===== src/rtl/hamming_pkg.sv =====
// rtl/hamming_pkg.sv - shared widths, scheduler state type and Hamming [7,4] reference encoder
package hamming_pkg;

    localparam int DATA_W = 4;
    localparam int CW_W   = 7;

    typedef enum logic [1:0] {
        IDLE = 2'd0,
        WAIT = 2'd1,
        HOLD = 2'd2
    } sched_state_t;

    // codeword[k-1] holds Hamming position k: {d3,d2,d1,p4,d0,p2,p1}
    function automatic logic [CW_W-1:0] hamming74_encode(input logic [DATA_W-1:0] d);
        logic p1;
        logic p2;
        logic p4;
        p1 = d[0] ^ d[1] ^ d[3];
        p2 = d[0] ^ d[2] ^ d[3];
        p4 = d[1] ^ d[2] ^ d[3];
        return {d[3], d[2], d[1], p4, d[0], p2, p1};
    endfunction

endpackage


===== src/rtl/hamming_enc_scheduler_if.sv =====
// rtl/hamming_enc_scheduler_if.sv - requester and result handshake bundle for the encoder scheduler
interface hamming_enc_scheduler_if #(
    parameter int NUM_REQ = 4
);
    import hamming_pkg::*;

    localparam int ID_W = $clog2(NUM_REQ);

    logic [NUM_REQ-1:0]        req_valid;
    logic [DATA_W*NUM_REQ-1:0] req_data;
    logic [NUM_REQ-1:0]        req_ready;
    logic                      out_valid;
    logic [CW_W-1:0]           out_codeword;
    logic [ID_W-1:0]           out_id;
    logic                      out_ready;

    modport master (
        output req_valid,
        output req_data,
        output out_ready,
        input  req_ready,
        input  out_valid,
        input  out_codeword,
        input  out_id
    );

    modport slave (
        input  req_valid,
        input  req_data,
        input  out_ready,
        output req_ready,
        output out_valid,
        output out_codeword,
        output out_id
    );

endinterface


===== src/rtl/rr_arbiter.sv =====
// rtl/rr_arbiter.sv - combinational round-robin arbiter searching upward from ptr with wrap
module rr_arbiter #(
    parameter int  NUM_REQ = 4,
    localparam int IDX_W   = $clog2(NUM_REQ)
) (
    input  logic [NUM_REQ-1:0] req,
    input  logic [IDX_W-1:0]   ptr,
    input  logic               enable,
    output logic [NUM_REQ-1:0] grant,
    output logic [IDX_W-1:0]   grant_idx,
    output logic               any_req
);

    localparam logic [IDX_W:0] NUM_REQ_W = (IDX_W+1)'(NUM_REQ);

    logic [IDX_W:0] sum;
    logic           found;

    // One extra bit on sum so ptr+k never overflows before the modulo wrap.
    always_comb begin
        found     = 1'b0;
        grant_idx = '0;
        sum       = '0;
        for (int k = 0; k < NUM_REQ; k++) begin
            sum = {1'b0, ptr} + (IDX_W+1)'(k);
            if (sum >= NUM_REQ_W) begin
                sum = sum - NUM_REQ_W;
            end
            if (!found && req[sum[IDX_W-1:0]]) begin
                found     = 1'b1;
                grant_idx = sum[IDX_W-1:0];
            end
        end
    end

    assign any_req = |req;
    assign grant   = (enable && found) ? (NUM_REQ'(1) << grant_idx) : '0;

endmodule


===== src/rtl/hamming_enc_scheduler.sv =====
// rtl/hamming_enc_scheduler.sv - shares one Hamming [7,4] encoder among NUM_REQ requesters
// Optional encoder cross-check enabled by defining HAMMING_SCHED_CHECK_EN.
module hamming_enc_scheduler
    import hamming_pkg::*;
#(
    parameter int NUM_REQ     = 4,
    parameter int ENC_LATENCY = 1
) (
    input  logic                  clk,
    input  logic                  rst,
    hamming_enc_scheduler_if.slave bus,
    output logic [DATA_W-1:0]     enc_data,
    input  logic [CW_W-1:0]       enc_codeword,
    output logic                  chk_err
);

    localparam int              ID_W     = $clog2(NUM_REQ);
    localparam int              CNT_W    = 3;
    localparam logic [ID_W-1:0] LAST_IDX = ID_W'(NUM_REQ - 1);

    sched_state_t     state;
    logic [ID_W-1:0]  rr_ptr;
    logic [CNT_W-1:0] wait_cnt;
    logic [CW_W-1:0]  out_codeword_r;
    logic [ID_W-1:0]  out_id_r;
    logic             out_valid_r;

    logic [NUM_REQ-1:0] grant;
    logic [ID_W-1:0]    grant_idx;
    logic               any_req;

    // Gated by rst so no requester sees an accept strobe while reset is held.
    rr_arbiter #(.NUM_REQ(NUM_REQ)) u_arb (
        .req       (bus.req_valid),
        .ptr       (rr_ptr),
        .enable    ((state == IDLE) && !rst),
        .grant     (grant),
        .grant_idx (grant_idx),
        .any_req   (any_req)
    );

    assign bus.req_ready    = grant;
    assign bus.out_valid    = out_valid_r;
    assign bus.out_codeword = out_codeword_r;
    assign bus.out_id       = out_id_r;

    always_ff @(posedge clk or posedge rst) begin
        if (rst) begin
            state          <= IDLE;
            enc_data       <= '0;
            out_codeword_r <= '0;
            out_id_r       <= '0;
            out_valid_r    <= 1'b0;
            rr_ptr         <= '0;
            wait_cnt       <= '0;
        end else begin
            case (state)
                IDLE: begin
                    if (any_req) begin
                        enc_data <= bus.req_data[{grant_idx, 2'b00} +: DATA_W];
                        out_id_r <= grant_idx;
                        rr_ptr   <= (grant_idx == LAST_IDX) ? '0 : grant_idx + 1'b1;
                        wait_cnt <= CNT_W'(ENC_LATENCY);
                        state    <= WAIT;
                    end
                end
                WAIT: begin
                    // Counter starts at ENC_LATENCY, so WAIT spans ENC_LATENCY+1 cycles.
                    if (wait_cnt == '0) begin
                        out_codeword_r <= enc_codeword;
                        out_valid_r    <= 1'b1;
                        state          <= HOLD;
                    end else begin
                        wait_cnt <= wait_cnt - 1'b1;
                    end
                end
                HOLD: begin
                    if (bus.out_ready) begin
                        out_valid_r <= 1'b0;
                        state       <= IDLE;
                    end
                end
                default: begin
                    state <= IDLE;
                end
            endcase
        end
    end

`ifdef HAMMING_SCHED_CHECK_EN
    logic chk_err_r;

    always_ff @(posedge clk or posedge rst) begin
        if (rst) begin
            chk_err_r <= 1'b0;
        end else if ((state == WAIT) && (wait_cnt == '0) &&
                     (enc_codeword != hamming74_encode(enc_data))) begin
            chk_err_r <= 1'b1;
        end
    end

    assign chk_err = chk_err_r;
`else
    assign chk_err = 1'b0;
`endif

endmodule


===== src/flat_wrapper.sv =====
// flat-port wrapper written by rule: the top's interface ports become plain ports
module hamming_enc_scheduler_flat import hamming_pkg::*;
#(
    parameter int NUM_REQ     = 4,
    parameter int ENC_LATENCY = 1
)
  (clk, rst, enc_data, enc_codeword, chk_err, bus_req_valid, bus_req_data, bus_out_ready, bus_req_ready, bus_out_valid, bus_out_codeword, bus_out_id);
  hamming_enc_scheduler_if #(.NUM_REQ(NUM_REQ)) bus_i ();
  input  logic clk;
  input  logic rst;
  output logic [DATA_W-1:0] enc_data;
  input  logic [CW_W-1:0] enc_codeword;
  output logic chk_err;
  input wire logic [$bits(bus_i.req_valid)-1:0] bus_req_valid;
  input wire logic [$bits(bus_i.req_data)-1:0] bus_req_data;
  input wire logic [$bits(bus_i.out_ready)-1:0] bus_out_ready;
  output wire logic [$bits(bus_i.req_ready)-1:0] bus_req_ready;
  output wire logic [$bits(bus_i.out_valid)-1:0] bus_out_valid;
  output wire logic [$bits(bus_i.out_codeword)-1:0] bus_out_codeword;
  output wire logic [$bits(bus_i.out_id)-1:0] bus_out_id;
  assign bus_i.req_valid = bus_req_valid;
  assign bus_i.req_data = bus_req_data;
  assign bus_i.out_ready = bus_out_ready;
  assign bus_req_ready = bus_i.req_ready;
  assign bus_out_valid = bus_i.out_valid;
  assign bus_out_codeword = bus_i.out_codeword;
  assign bus_out_id = bus_i.out_id;
  hamming_enc_scheduler #(.NUM_REQ(NUM_REQ), .ENC_LATENCY(ENC_LATENCY)) u_core (.clk(clk), .rst(rst), .bus(bus_i), .enc_data(enc_data), .enc_codeword(enc_codeword), .chk_err(chk_err));
endmodule

===== config.mk =====
export PLATFORM = sky130hd
export DESIGN_NAME = hamming_enc_scheduler_flat
export DESIGN_NICKNAME = d
export VERILOG_FILES = /design/src/rtl/hamming_pkg.sv /design/src/rtl/hamming_enc_scheduler_if.sv /design/src/rtl/rr_arbiter.sv /design/src/rtl/hamming_enc_scheduler.sv /design/src/flat_wrapper.sv
export SDC_FILE = /design/constraint.sdc
export NUM_CORES = 1
export LEC_CHECK = 0
export CAP_MARGIN = 20
export CORE_MARGIN = 3
export CORE_UTILIZATION = 44
export DETAILED_ROUTE_END_ITERATION = 10
export GPL_TIMING_DRIVEN = 0
export PLACE_DENSITY = 0.85
export SLEW_MARGIN = 20
export SYNTH_ARGS = -nofsm -noshare
export SYNTH_HDL_FRONTEND = slang
export SYNTH_SLANG_ARGS = --single-unit

===== constraint.sdc =====
create_clock -name clk -period 3.2 [get_ports clk]
set_input_delay 0.48 -clock clk [delete_from_list [all_inputs] [get_ports clk]]
set_output_delay 0.48 -clock clk [all_outputs]
set_load 0.03 [all_outputs]

==> flow_summary.ini, run 1 <==
[detailed_routing]
postRouteAntennaNets = 0
drtIter0Drc = 26
routed_wl_um = 2640
drc = 0
dr_total_vias = 929
via_per_inst = 5.13
route.detailed.wl_per_inst_um = 14.6
firstDrtPassIters = 4

[critical_path]
crit_slowest_cell = clkdlybuf4s50_1
worstSetupStartpointType = primary input
cpPeakStageDelay_ns = 0.59
cp-end-kind = output port
criticalPathCategory = primary input to output port
cp_data_required_time_ns = 2.72
reg2reg_from = u_core.rr_ptr[1]
arrival_ns = 2.47
cp_cell_sequence = clkdlybuf4s50_1 -> nor4_1 -> or3_1 -> clkbuf_1 -> nor4_1 -> dlygate4sd2_1
cp_max_fo = 10
startpoint = bus_req_valid[0]
crit_path_frequent_cell = nor4_1

[floorplan]
dieArea_um2 = 3130
core-area_um2 = 2300
dieHeight_um = 56.0
rows = 17
die_w_um = 56.0
pin_count = 49
initial_core_util = 0.478

[clocking]
cts_sinks = 21
cts_made_buffers = 3
post-cts-setup-buffer-count = 0
cts_tree = done
root_buffer = clkbuf_4
cts_buffer_depth = 2
cts.htree.levels = 1
cts.clk_slew.worst_paths_ns = 0.11
clkLatencyLatePin_ns = 0.29

[place]
dp_cells = 177
port_buffers = 47
dp_hpwl_um = 2180
dpl-instance-area_um2 = 1600
gp_congestion = 0.845
detailedPlace.worstSlack_ns = -0.00400

[run_status]
outcome = finished, final reports clean

[timing]
clock_skew_ns = 0.00541
fin_crit_ns = 2.95
fmax_ghz = 0.339
tightest_slew_ns = 0.783
final.setup.tns_ns = 0
finalHoldViolCount = 0
rsz0062_at_grt = no
finalMaxSlewViolations = 0
period_share = 0.921
finalSetupViolCount = 0
slew_headroom = 0.477
layout_setup_ws_ns = 0.253

[min_path]
hp-class = flip-flop to flip-flop
min-delay-start = u_core.bus.out_valid

[grt]
grt_pass1_vias = 1005
grt_start_max_net_pins = 22
antenna_found_initial = 0
grt_usage = 0.177
gr-total-overflow = 0
grt_pass1_wl_um = 4530

[finish]
drive_gt1_frac = 0.124
stdcell_area_um2 = 1650
register_area_um2 = 526
final_cells = 181
fillCellCount = 181
n_antenna_cell = 0
multi_input_area_um2 = 520
nets = 186
area_growth_pct = 50.1

[logic_synthesis]
yosysTopAreaCellShare = 0.478
async_flop_share = 1.00
syn_area_um2 = 1100
avgSynthCellArea_um2 = 10.8
synth.largest_area_cell = dfrtp_1
synth_most_common_cell = dfrtp_1
netlist_instances = 102
ys_seq_area_frac = 0.478
synthTopCellsByArea = dfrtp_1 48%, mux2i_1 9.1%, mux2_2 7.2%
synth_edf_count = 0
ys_seq_elements = 21
synth_nets = 134
yosysWarnings = 0
synth_cell_types = 31
synthFlopType = dfrtp_1
synth_common_cells = 21 x dfrtp_1, 13 x nand2_1, 10 x mux2i_1

[power]
vdd_drop_max_uv = 630
p_per_area_nw_per_um2 = 925
power_leakage_nw = 0.773

[flow_run]
cap_violations = 0
-- power breakdown --
group	internal, mW	total, mW	leakage (nW)	switching, mW
Clock	0.0464	0.121	0.0177	0.0745
Sequential	0.399	0.481	0.252	0.0825
Combinational	0.425	0.924	0.503	0.499
Total	0.870	1.53	0.773	0.656
-- cell type report --
cell class,count,share of cell area
plain buffers,4,0.0228
clock buffers,3,0.0137
clock inverters,1,0.00303
inverters,7,0.0159
multi-input cells,70,0.316
flip-flops and latches,21,0.319
well taps,28,0.0212
repair buffers,47,0.289
-- layer usage --
layer  share of wire  vias up  GRT usage
li1                -      463          -
met3           0.021        2    0.00928
met5               0        -          0
met4          0.0046        0     0.0305
met2            0.56       13      0.319
met1            0.42      451      0.236
-- metrics by stage --
step | util | power, mW | hold slack (ns)
2_1_floorplan | - | 1.08 | 0.457
3_5_place_dp | 0.698 | 1.41 | 0.467
6_report | 0.718 | 1.53 | 0.491
5_1_grt | 0.718 | 1.64 | 0.532
3_3_place_gp | 0.698 | 1.37 | 0.459
4_1_cts | 0.710 | 1.53 | 0.494
-- worst paths after layout --
kind / end / slack [ns] / cells past startpoint
hold / removal: u_core.bus.out_valid / 0.49 / 1
max in group asynchronous: u_core.enc_data[3] / 2.02 / 2
setup reg to reg: u_core.enc_data[1] / 1.43 / 5
setup / recovery: bus_req_ready[0] / 0.25 / 6
min in group asynchronous: u_core.bus.out_codeword[6] / 0.69 / 2
hold reg to reg: u_core.bus.out_valid / 0.49 / 1
-- kinds of logic (layout without fill, tap and decap cells) --
| logic type | after synthesis | count (layout) | share of synthesized area |
|---|---|---|---|
| simple gates | 33 | 33 | 0.162 |
| flops | 21 | 21 | 0.478 |
| mux | 17 | 17 | 0.163 |
| compound gates | 16 | 16 | 0.105 |
| buf+inv | 11 | 62 | 0.0581 |
| fa+ha+maj | 2 | 2 | 0.0228 |
| other cells | 1 | 1 | 0.00341 |
| xor+xnor | 1 | 1 | 0.00797 |
-- sequential cells by signal, indices dropped and copies added, names as in the netlist --
register                 cells
u_core.bus.out_codeword      7
u_core.bus.out_id            2
u_core.rr_ptr                2
u_core.enc_data              4
u_core.wait_cnt              3
u_core.bus.out_valid         1
u_core.state                 2
-- critical path: cells and delay by family --
kind,cells,cell delay [ns]
buffers and inverters,3,1.26
and+or+nand+nor,3,0.73
-- what timing repair did --
action / 4_1_cts / 5_1_grt
endpoints found under the hold margin: 0 / 0
hold buffers: 0 / 0
endpoints found under the setup margin: 1 / 2
resized for setup: 1 / 4
-- cell usage in the layout, fill, tap and decap left out, types with 2 or more instances in the layout --
cell type | synthesis | final
nand2b_1 | 3 | 3
nand3b_1 | 2 | 2
o21ai_1 | 2 | 2
dlymetal6s2s_1 | 0 | 3
clkdlybuf4s50_1 | 0 | 43
mux2_2 | 7 | 7
dfrtp_1 | 21 | 21
nor4_1 | 2 | 2
nor2_1 | 4 | 4
mux2i_1 | 10 | 10
ha_1 | 2 | 2
or3_1 | 3 | 3
inv_1 | 7 | 7
a21oi_1 | 5 | 5
clkbuf_4 | 0 | 3
nand2_1 | 13 | 13
o221ai_1 | 4 | 4
(Power assumes the default switching activity.)
==> run 2: changes to the inputs <==
Settings changed: CORE_UTILIZATION 44 to 41, PLACE_DENSITY 0.85 to 0.8.
Clock period 3.2 ns to 2.75 ns, I/O delays scaled along.
==> flow_summary.ini, run 2 (synthesis results as in run 1) <==
[run_status]
outcome = finished, final reports clean

[power]
power.share.combinational = 0.596
switchingPower_mw = 0.764
seqPwrFrac = 0.319
p_clk_frac = 0.085
switching_share = 0.432
power_leakage_nw = 0.727
p_per_area_nw_per_um2 = 1090
power.internal_mw = 1.01
power_mw = 1.77
vdd_drop_max_uv = 778

[place]
dp_hpwl_um = 2010
port_buffers = 47
detailedPlace.worstSlack_ns = -0.350
dp_cells = 179
dpl-instance-area_um2 = 1610
gp_congestion = 0.790

[grt]
grt_usage = 0.158
antenna_found_initial = 0
use_met3 = 0.0401
busiest_layer = met2
grt_pass1_wl_um = 4140
grt_start_max_net_pins = 22
use_met2 = 0.281
grt_pass1_vias = 937
gr-total-overflow = 0
use_met1 = 0.189

[detailed_routing]
postRouteAntennaNets = 0
drc = 0
via_per_inst = 4.99
routed_wl_um = 2470
dr_total_vias = 914
firstDrtPassIters = 4
route.detailed.wl_per_inst_um = 13.5
drtIter0Drc = 13

[timing]
period_share = 0.960
layout_setup_ws_ns = 0.109
finalHoldViolCount = 0
fin_crit_ns = 2.64
rsz0062_at_grt = no
final.setup.tns_ns = 0
slew_headroom = 0.490
finalSetupViolCount = 0
clock_skew_ns = 0.0168
fmax_ghz = 0.379
finalMaxSlewViolations = 0
tightest_slew_ns = 0.764
holdWs_ns = 0.493

[min_path]
hp-class = flip-flop to flip-flop

[floorplan]
initial_core_util = 0.436
die_w_um = 57.8
dieArea_um2 = 3340
pin_count = 49
dieHeight_um = 57.8
core-area_um2 = 2520
rows = 18

[clocking]
clkLatencyLatePin_ns = 0.31
cts_sinks = 21
post-cts-setup-buffer-count = 0
cts.clk_slew.worst_paths_ns = 0.11
cts.htree.levels = 1
root_buffer = clkbuf_4
cts_buffer_depth = 2
cts_made_buffers = 3
hold_buffers = 0
cts_tree = done

[finish]
area_growth_pct = 48.3
fillCellCount = 226
final_core_util = 0.646
final_cells = 183
layout_commonest_cell = clkdlybuf4s50_1
stdcell_area_um2 = 1630
n_antenna_cell = 0
largest_register_ffs = 7
layout_common_cells = 43 x clkdlybuf4s50_1, 21 x dfrtp_1, 13 x nand2_1, 10 x mux2i_1
drive_gt1_frac = 0.137
nets = 186

[critical_path]
cp_max_fo = 10
criticalPathCategory = primary input to output port
crit_slowest_cell = clkdlybuf4s50_1
cpPeakStageDelay_ns = 0.56
cp_data_required_time_ns = 2.34
cp_cell_sequence = clkdlybuf4s50_1 -> a21oi_1 -> o21ai_1 -> o2bb2a_1 -> buf_6 -> buf_8 -> and3_2 -> dlygate4sd2_1
arrival_ns = 2.23
cp-end-kind = output port
worstSetupStartpointType = primary input

[flow_run]
cap_violations = 0
==> run 2: timing repair <==
| action | 4_1_cts | 5_1_grt |
|---|---|---|
| gates resized for setup | 7 | 4 |
| endpoints found under the hold margin | 0 | 0 |
| setup endpoints to repair | 4 | 1 |
| pin swaps | 1 | 0 |
==> run 2: path summary, 6_finish.rpt <==
check | startpoint | to | slack, ns | depth (start not counted)
min in group asynchronous | rst | u_core.rr_ptr[1] | 0.59 | 2
max | bus_req_valid[0] | bus_req_ready[3] | 0.11 | 8
max reg2reg | u_core.wait_cnt[0] | u_core.bus.out_codeword[4] | 0.97 | 4
min | u_core.bus.out_id[1] | u_core.bus.out_id[1] | 0.49 | 2
min reg2reg | u_core.bus.out_id[1] | u_core.bus.out_id[1] | 0.49 | 2
max in group asynchronous | rst | u_core.bus.out_codeword[2] | 1.67 | 2
==> run 2: final cells by class <==
| cell class | count | area, um^2 | share of cell area |
|---|---|---|---|
| multi-input cells | 70 | 509 | 0.313 |
| clock inverters | 1 | 7.51 | 0.00461 |
| clock buffers | 3 | 22.5 | 0.0138 |
| plain buffers | 4 | 38.8 | 0.0238 |
| repair buffers | 47 | 462 | 0.283 |
| flip-flops and latches | 21 | 526 | 0.323 |
| well taps | 30 | 37.5 | 0.0230 |
| inverters | 7 | 26.3 | 0.0161 |
==> run 2: critical path, delay by kind of cell <==
| family | cells | cell delay, ns |
|---|---|---|
| AOI/OAI and AO/OA | 3 | 0.45 |
| and+or+nand+nor | 1 | 0.18 |
| buffers and inverters | 4 | 1.19 |
==> run 2: metal layers <==
layer / wire, um / up-vias / part of all wire
li1: - / 461 / -
met1: 1130 / 426 / 0.46
met2: 1190 / 25 / 0.48
met3: 130 / 2 / 0.053
met4: 21 / 0 / 0.0085
met5: 0 / - / 0
==> run 2: power groups by stage <==
stage	clock network [mW]	logic, mW	registers (mW)
3_3_place_gp	0	1.04	0.558
6_report	0.151	1.05	0.564
5_1_grt	0.170	1.15	0.586
3_5_place_dp	0	1.07	0.571
2_1_floorplan	0	0.496	0.757
4_1_cts	0.154	1.07	0.566
